==> config.mk <==
export PLATFORM = sky130hd
export DESIGN_NAME = pipelined_rca
export DESIGN_NICKNAME = d
export VERILOG_FILES = /design/src/rtl/pipelined_rca.sv
export SDC_FILE = /design/constraint.sdc
export NUM_CORES = 1
export LEC_CHECK = 0
export ABC_AREA = 1
export BUFFER_PORTS_ARGS = -buffer_cell sky130_fd_sc_hd__buf_4
export CORE_MARGIN = 5
export CORE_UTILIZATION = 25
export DETAILED_ROUTE_END_ITERATION = 6
export GPL_ROUTABILITY_DRIVEN = 0
export GPL_TIMING_DRIVEN = 0
export MAX_ROUTING_LAYER = met4
export PLACE_DENSITY = 0.45
export SLEW_MARGIN = 5
export SYNTH_ARGS = -nofsm -noshare
export SYNTH_HDL_FRONTEND = slang
export SYNTH_SLANG_ARGS = --single-unit
==> constraint.sdc <==
create_clock -name clk -period 3.8 [get_ports clk]
set_clock_uncertainty 0.15 [all_clocks]
set_input_delay 0.57 -clock clk [delete_from_list [all_inputs] [get_ports clk]]
set_output_delay 0.57 -clock clk [all_outputs]
set_load 0.02 [all_outputs]
==> src/rtl/pipelined_rca.sv <==
// Pipelined ripple-carry add/subtract: WIDTH bits split into STAGES chunks,
// one chunk per clock, carry registered between stages, valid/ready flow control.
module pipelined_rca #(
  parameter int WIDTH  = 32,
  parameter int STAGES = 4
) (
  input  logic             clk,
  input  logic             rst_n,
  input  logic             in_valid,
  output logic             in_ready,
  input  logic [WIDTH-1:0] in_a,
  input  logic [WIDTH-1:0] in_b,
  input  logic             in_cin,
  input  logic             in_sub,
  output logic             out_valid,
  input  logic             out_ready,
  output logic [WIDTH-1:0] out_sum,
  output logic             out_cout,
  output logic             out_ovf
);

  localparam int CHUNK = WIDTH / STAGES;

  // Registers after each stage; index STAGES-1 is the output stage.
  logic [WIDTH-1:0] a_p   [STAGES];
  logic [WIDTH-1:0] b_p   [STAGES];
  logic [WIDTH-1:0] sum_p [STAGES];
  logic             cy_p  [STAGES];
  logic             vld_p [STAGES];
  logic             ovf_p;

  logic [WIDTH-1:0] a_src   [STAGES];
  logic [WIDTH-1:0] b_src   [STAGES];
  logic [WIDTH-1:0] sum_src [STAGES];
  logic [WIDTH-1:0] sum_nxt [STAGES];
  logic             cy_src  [STAGES];
  logic             cy_nxt  [STAGES];
  logic             vld_src [STAGES];
  logic [CHUNK:0]   part;
  logic             ovf_nxt;
  logic             stall;

  assign stall    = vld_p[STAGES-1] & ~out_ready;
  assign in_ready = ~stall;

  always_comb begin
    // Stage 0 sees the preprocessed operands; subtract is A + ~B + 1.
    a_src[0]   = in_a;
    b_src[0]   = in_sub ? ~in_b : in_b;
    cy_src[0]  = in_sub | in_cin;
    sum_src[0] = '0;
    vld_src[0] = in_valid;
    for (int k = 1; k < STAGES; k++) begin
      a_src[k]   = a_p[k-1];
      b_src[k]   = b_p[k-1];
      cy_src[k]  = cy_p[k-1];
      sum_src[k] = sum_p[k-1];
      vld_src[k] = vld_p[k-1];
    end
    part = '0;
    for (int k = 0; k < STAGES; k++) begin
      part = {1'b0, a_src[k][k*CHUNK +: CHUNK]}
           + {1'b0, b_src[k][k*CHUNK +: CHUNK]}
           + {{CHUNK{1'b0}}, cy_src[k]};
      sum_nxt[k] = sum_src[k];
      sum_nxt[k][k*CHUNK +: CHUNK] = part[CHUNK-1:0];
      cy_nxt[k] = part[CHUNK];
    end
    // Carry into the MSB is recovered as a^b^sum at that bit.
    ovf_nxt = a_src[STAGES-1][WIDTH-1] ^ b_src[STAGES-1][WIDTH-1]
            ^ sum_nxt[STAGES-1][WIDTH-1] ^ cy_nxt[STAGES-1];
  end

  // Whole pipe advances together, bubbles included; a stall freezes everything.
  always_ff @(posedge clk or negedge rst_n) begin
    if (!rst_n) begin
      for (int k = 0; k < STAGES; k++) begin
        a_p[k]   <= '0;
        b_p[k]   <= '0;
        sum_p[k] <= '0;
        cy_p[k]  <= 1'b0;
        vld_p[k] <= 1'b0;
      end
      ovf_p <= 1'b0;
    end else if (!stall) begin
      for (int k = 0; k < STAGES; k++) begin
        a_p[k]   <= a_src[k];
        b_p[k]   <= b_src[k];
        sum_p[k] <= sum_nxt[k];
        cy_p[k]  <= cy_nxt[k];
        vld_p[k] <= vld_src[k];
      end
      ovf_p <= ovf_nxt;
    end
  end

  assign out_valid = vld_p[STAGES-1];
  assign out_sum   = sum_p[STAGES-1];
  assign out_cout  = cy_p[STAGES-1];
  assign out_ovf   = ovf_p;

endmodule

[Yosys cells after proc, flatten, opt, wreduce, memory -nomap -nowiden]
Cells that the tools add are included.
Operators by class
  multiplexer cells: 1
  bitwise operators: 8
  $add $sub $neg: 8
Operator list (number)
  8-bit by 8-bit adder with 9-bit output: 4
  9-bit by 1-bit adder with 9-bit output: 4
  32-bit 2-to-1 mux: 1
  32-bit NOT: 1
  1-bit bitwise XOR: 3
  1-bit NOT: 2
  1-bit bitwise AND: 1
  1-bit bitwise OR: 1
Storage, ports and cells
  register bits: 281
  word-level logic and storage cells: 36
  input bits: 70
  output and inout port bits: 36

[Logic depth before layout (Yosys ltp)]
  depth after elaboration: 4
  depth in mapped cells: 15
  mapped depth without buffers: 13

[Least setup slack after synthesis]
No wires, ideal clock.
  kind: input to register
  from: in in_sub
  to: reg cy_p[3] (netlist name)
  arrival: 2.280 ns
  setup slack: 1.253 ns
  buffers on the path: 2
  stages on the path: 15
  cells stage by stage: buf_4 buf_4 or2_2 fa_1 inv_1 fa_1 inv_1 nand3_1 nand2_1 nand2_1 nand2_1 nand2_1 nand2_1 nand2_1 nand2_1
Between the ends
  cells in the longest elaborated chain, start to end: 3
  elaborated cells on any way between the ends: 4
  those cells by class: 2 x add/sub; 1 x mux; 1 x bitwise
Ends and longest elaborated chain
  start, declared: RTL line 14  | input logic in_sub,
  32-bit 2-to-1 mux: RTL line 49  | b_src[0] = in_sub ? ~in_b : in_b;
  8-bit by 8-bit adder with 9-bit output: RTL line 63  | + {1'b0, b_src[k][k*CHUNK +: CHUNK]}
  9-bit by 1-bit adder with 9-bit output (*): RTL line 64  | + {{CHUNK{1'b0}}, cy_src[k]};
  end signal, assigned by index: RTL line 90  | cy_p[k] <= cy_nxt[k];
  end, declared: RTL line 28  | logic cy_p [STAGES];
Every way passes the cells marked *; elsewhere a longest branch is shown, timed or not.
A chain may end at the register's enable or synchronous reset.

[Worst setup path in the final report]
  from: reg vld_p (netlist bit out_valid)
  to: out in_ready
Between the ends
  cells in the longest elaborated chain, start to end: 2
Ends and longest elaborated chain
  start, declared: RTL line 29  | logic vld_p [STAGES];
  start signal, assigned by index: RTL line 91  | vld_p[k] <= vld_src[k];
  1-bit bitwise AND: RTL line 43  | assign stall = vld_p[STAGES-1] & ~out_ready;
  1-bit NOT: RTL line 44  | assign in_ready = ~stall;
  end, declared: RTL line 10  | output logic in_ready,
No other way between the ends.

==> reports/metrics.yaml <==
job:
  cap_violations: 0
setup_path:
  crit_path_max_incr_delay_ns: 0.35
  startpoint_type: "flop"
  cpMaxStageDelayCell: "dfrtp_1"
  timing.critical_path.fanout_max: 10
  worstPathRequired_ns: 3.08
  timing.critical_path.cells: "inv_1 > nor2_4 > inv_2 > buf_6 > buf_2 > buf_4"
  critical_path_arrival_ns: 1.74
  end_kind: "output port"
  critPathKind: "flop to output port"
power_and_ir_drop:
  p_clk_share_pct: 20.8
  p_sw_share_pct: 39.8
  vdd_drop_max_mv: 0.404
  power_density_over_the_cells_nw_per_um2: 814
  total_switching_power_mw: 3.44
  finalPower_mw: 8.64
  cellInternalPower_mw: 5.20
  power_frac_comb_pct: 41.2
  power.static_leakage_nw: 5.29
  seqPwrFrac_pct: 38.1
cells_and_area:
  fraction_of_layout_cells_with_a_size_suffix_above_1_pct: 18.8
  area.growth.synth_to_final_pct: 22.7
  num-nets-final: 1192
  antenna_cells_inserted: 0
  finalNonFillerCells: 1553
synth:
  synth.cell_area_um2: 8650
  yosys.cell_types.count: 25
  synth_area_per_cell_um2: 9.00
  yosys_register_bits: 185
  syn_inst: 962
  synthesis.nets: 1068
  synth_sequential_area_ratio_pct: 53.5
  synth-warning-count: 0
cts:
  cts_resized: 0
  cts_made_buffers: 17
  clockBufferDepth: 2
  cts.sinks: 185
  clock_transition_time_at_the_flip_flop_clock_pins_of_the_worst_setup_and_hold_paths_ns: 0.07
  htree_levels: 4
  cts-root-buf: "clkbuf_16"
  cts-hold-fix-buffers: 0
  clock_tree_from_tritoncts: "done"
  postCtsSetupRepairBufs: 0
  clk_latency_ns: 0.44
placement:
  post-dp-hpwl_um: 17100
  place.detailed.instances: 1522
  dp_worst_setup_slack_ns: 0.928
  numPortBuffers: 104
detailed_routing:
  antenna_nets_post_route: 0
  wl_per_cell_um: 15.1
  vias_per_cell: 4.10
  drc: 0
  drt_pre_antenna_iters: 5
  routed-via-count: 6362
  drt_first_iter_violations: 302
  detail_route.wirelength_um: 23500
floorplan:
  placeableCoreArea_um2: 34400
  floorplan.io_pins: 106
  row_count: 68
  die_area_um2: 38400
  die-height_um: 196
  initial_utilization_pct: 25.2
  fp.dieW_um: 196
sta:
  worst_slack_ns: 1.34
  tightestPinTransition_ns: 0.786
  finalSetupViolations: 0
  max_freq_mhz: 407
  hold-worst-slack_ns: -0.0229
  grt_setup_unrepaired: "no"
  count_of_endpoints_failing_hold_in_the_final_timing_report: 15
  worst_slew_margin_rel_pct: 47.6
  finalCriticalPeriod_ns: 2.46
  final_min_period_over_clock_period_pct: 64.7
  timing.final.max_slew_violations: 0
  totalNegativeSetupSlack_ns: 0
run_status:
  violations_in_the_final_reports: "hold timing"
  status: "complete, but fails checks"
grt:
  grt_usage_pct: 12.8
  grt_first_pass_wirelength_um: 37000
  grt_start_max_net_pins: 99
  number_of_antenna_violations_at_the_first_check_in_global_routing: 0
  number_of_global_route_vias_before_repair: 6625
  grt_overflow: 0
min_path:
  hp_class: "input pin to asynchronous set/reset pin"
[registers in the layout, summed over array words and instances, names as in the netlist]
signal	count
vld_p	3
a_p	48
b_p	48
out_ovf	1
sum_nxt	48
out_sum	32
out_cout	1
cy_p	3
out_valid	1
[layer usage]
| layer | routed length, µm | vias up | track usage, % |
|---|---|---|---|
| li1 | - | 3275 | - |
| met1 | 10800 | 2974 | 16.7 |
| met2 | 11200 | 102 | 20.4 |
| met3 | 1230 | 11 | 2.92 |
| met4 | 269 | 0 | 3.18 |
| met5 | 0 | - | - |
[metrics by stage]
stage	util (%)	area, µm²
6_report	30.9	10600
3_3_place_gp	29.1	10000
2_1_floorplan	-	8650
3_5_place_dp	29.2	10000
4_1_cts	30.9	10600
5_1_grt	30.9	10600
[power groups by stage]
stage          Combinational [mW]  Sequential (mW)  Clock, mW
6_report                     3.56             3.29       1.79
5_1_grt                      4.10             3.40       1.92
4_1_cts                      3.66             3.31       1.84
2_1_floorplan                2.28             3.43          0
3_5_place_dp                 3.64             3.33          0
3_3_place_gp                 3.60             3.32          0
[cell type report]
type / count / area (µm²)
Clock inverter: 13 / 148
Inverter: 75 / 282
Buffer: 44 / 318
Timing Repair Buffer: 105 / 816
Tap cell: 455 / 569
Sequential cell: 185 / 4630
Multi-Input combinational cell: 658 / 3420
Fill cell: 3717 / 23800
Clock buffer: 18 / 429
[kinds of logic after synthesis]
group | count (synthesis) | share of synthesized area [%]
and+or+nand+nor | 436 | 19.8
DFF | 185 | 53.5
adders and majority gates | 36 | 5.90
AOI/OAI and AO/OA | 148 | 9.99
xor gates and xnor gates | 38 | 3.85
buffers and inverters | 119 | 6.93
[cells in the final DEF (no fill, tap or decap), drive strengths merged]
cell,instances
a21o,3
a21oi,17
and2,1
buf,143
bufinv,2
clkbuf,24
clkinv,6
clkinvlp,3
dfrtp,185
fa,8
ha,28
inv,77
nand2,372
nand3,21
nand3b,9
nor2,29
o21ai,127
o22ai,1
or2,4
xnor2,28
xor2,10
[Yosys cell counts (all sizes together)]
cell,n,share of area [%]
clkbuf,6,0.26
o22ai,1,0.14
o21ai,127,8.6
a21oi,17,0.98
nand3,21,1.2
buf,38,3.4
xor2,10,1.0
dfrtp,185,53
nand2,372,16
nand3b,9,0.78
fa,8,1.9
inv,75,3.3
ha,28,4.0
a21o,3,0.26
or2,4,0.29
nor2,29,1.3
and2,1,0.072
xnor2,28,2.8
[worst max-delay path: cells and delay by family (launching register included)]
family | cells | cell delay, ns
flops | 1 | 0.35
simple gates | 1 | 0.23
buf+inv | 5 | 0.72
[worst paths after layout]
kind                                       start                     end  slack [ns]  cells after the start
max                        out_valid$_DFFE_PN0N_                in_ready        1.34                      6
min                                        rst_n  out_sum[4]$_DFFE_PN0N_       -0.02                      1
max reg2reg                 a_p[104]$_DFFE_PN0N_     cy_p[2]$_DFFE_PN0N_        1.63                     10
min reg2reg                 b_p[116]$_DFFE_PN0N_     b_p[84]$_DFFE_PN0N_        0.32                      2
max in group asynchronous                  rst_n     b_p[91]$_DFFE_PN0N_        2.56                      2
min in group clk                        in_a[29]    a_p[125]$_DFFE_PN0N_        0.17                      3
Power figures use the tool's default switching activity.
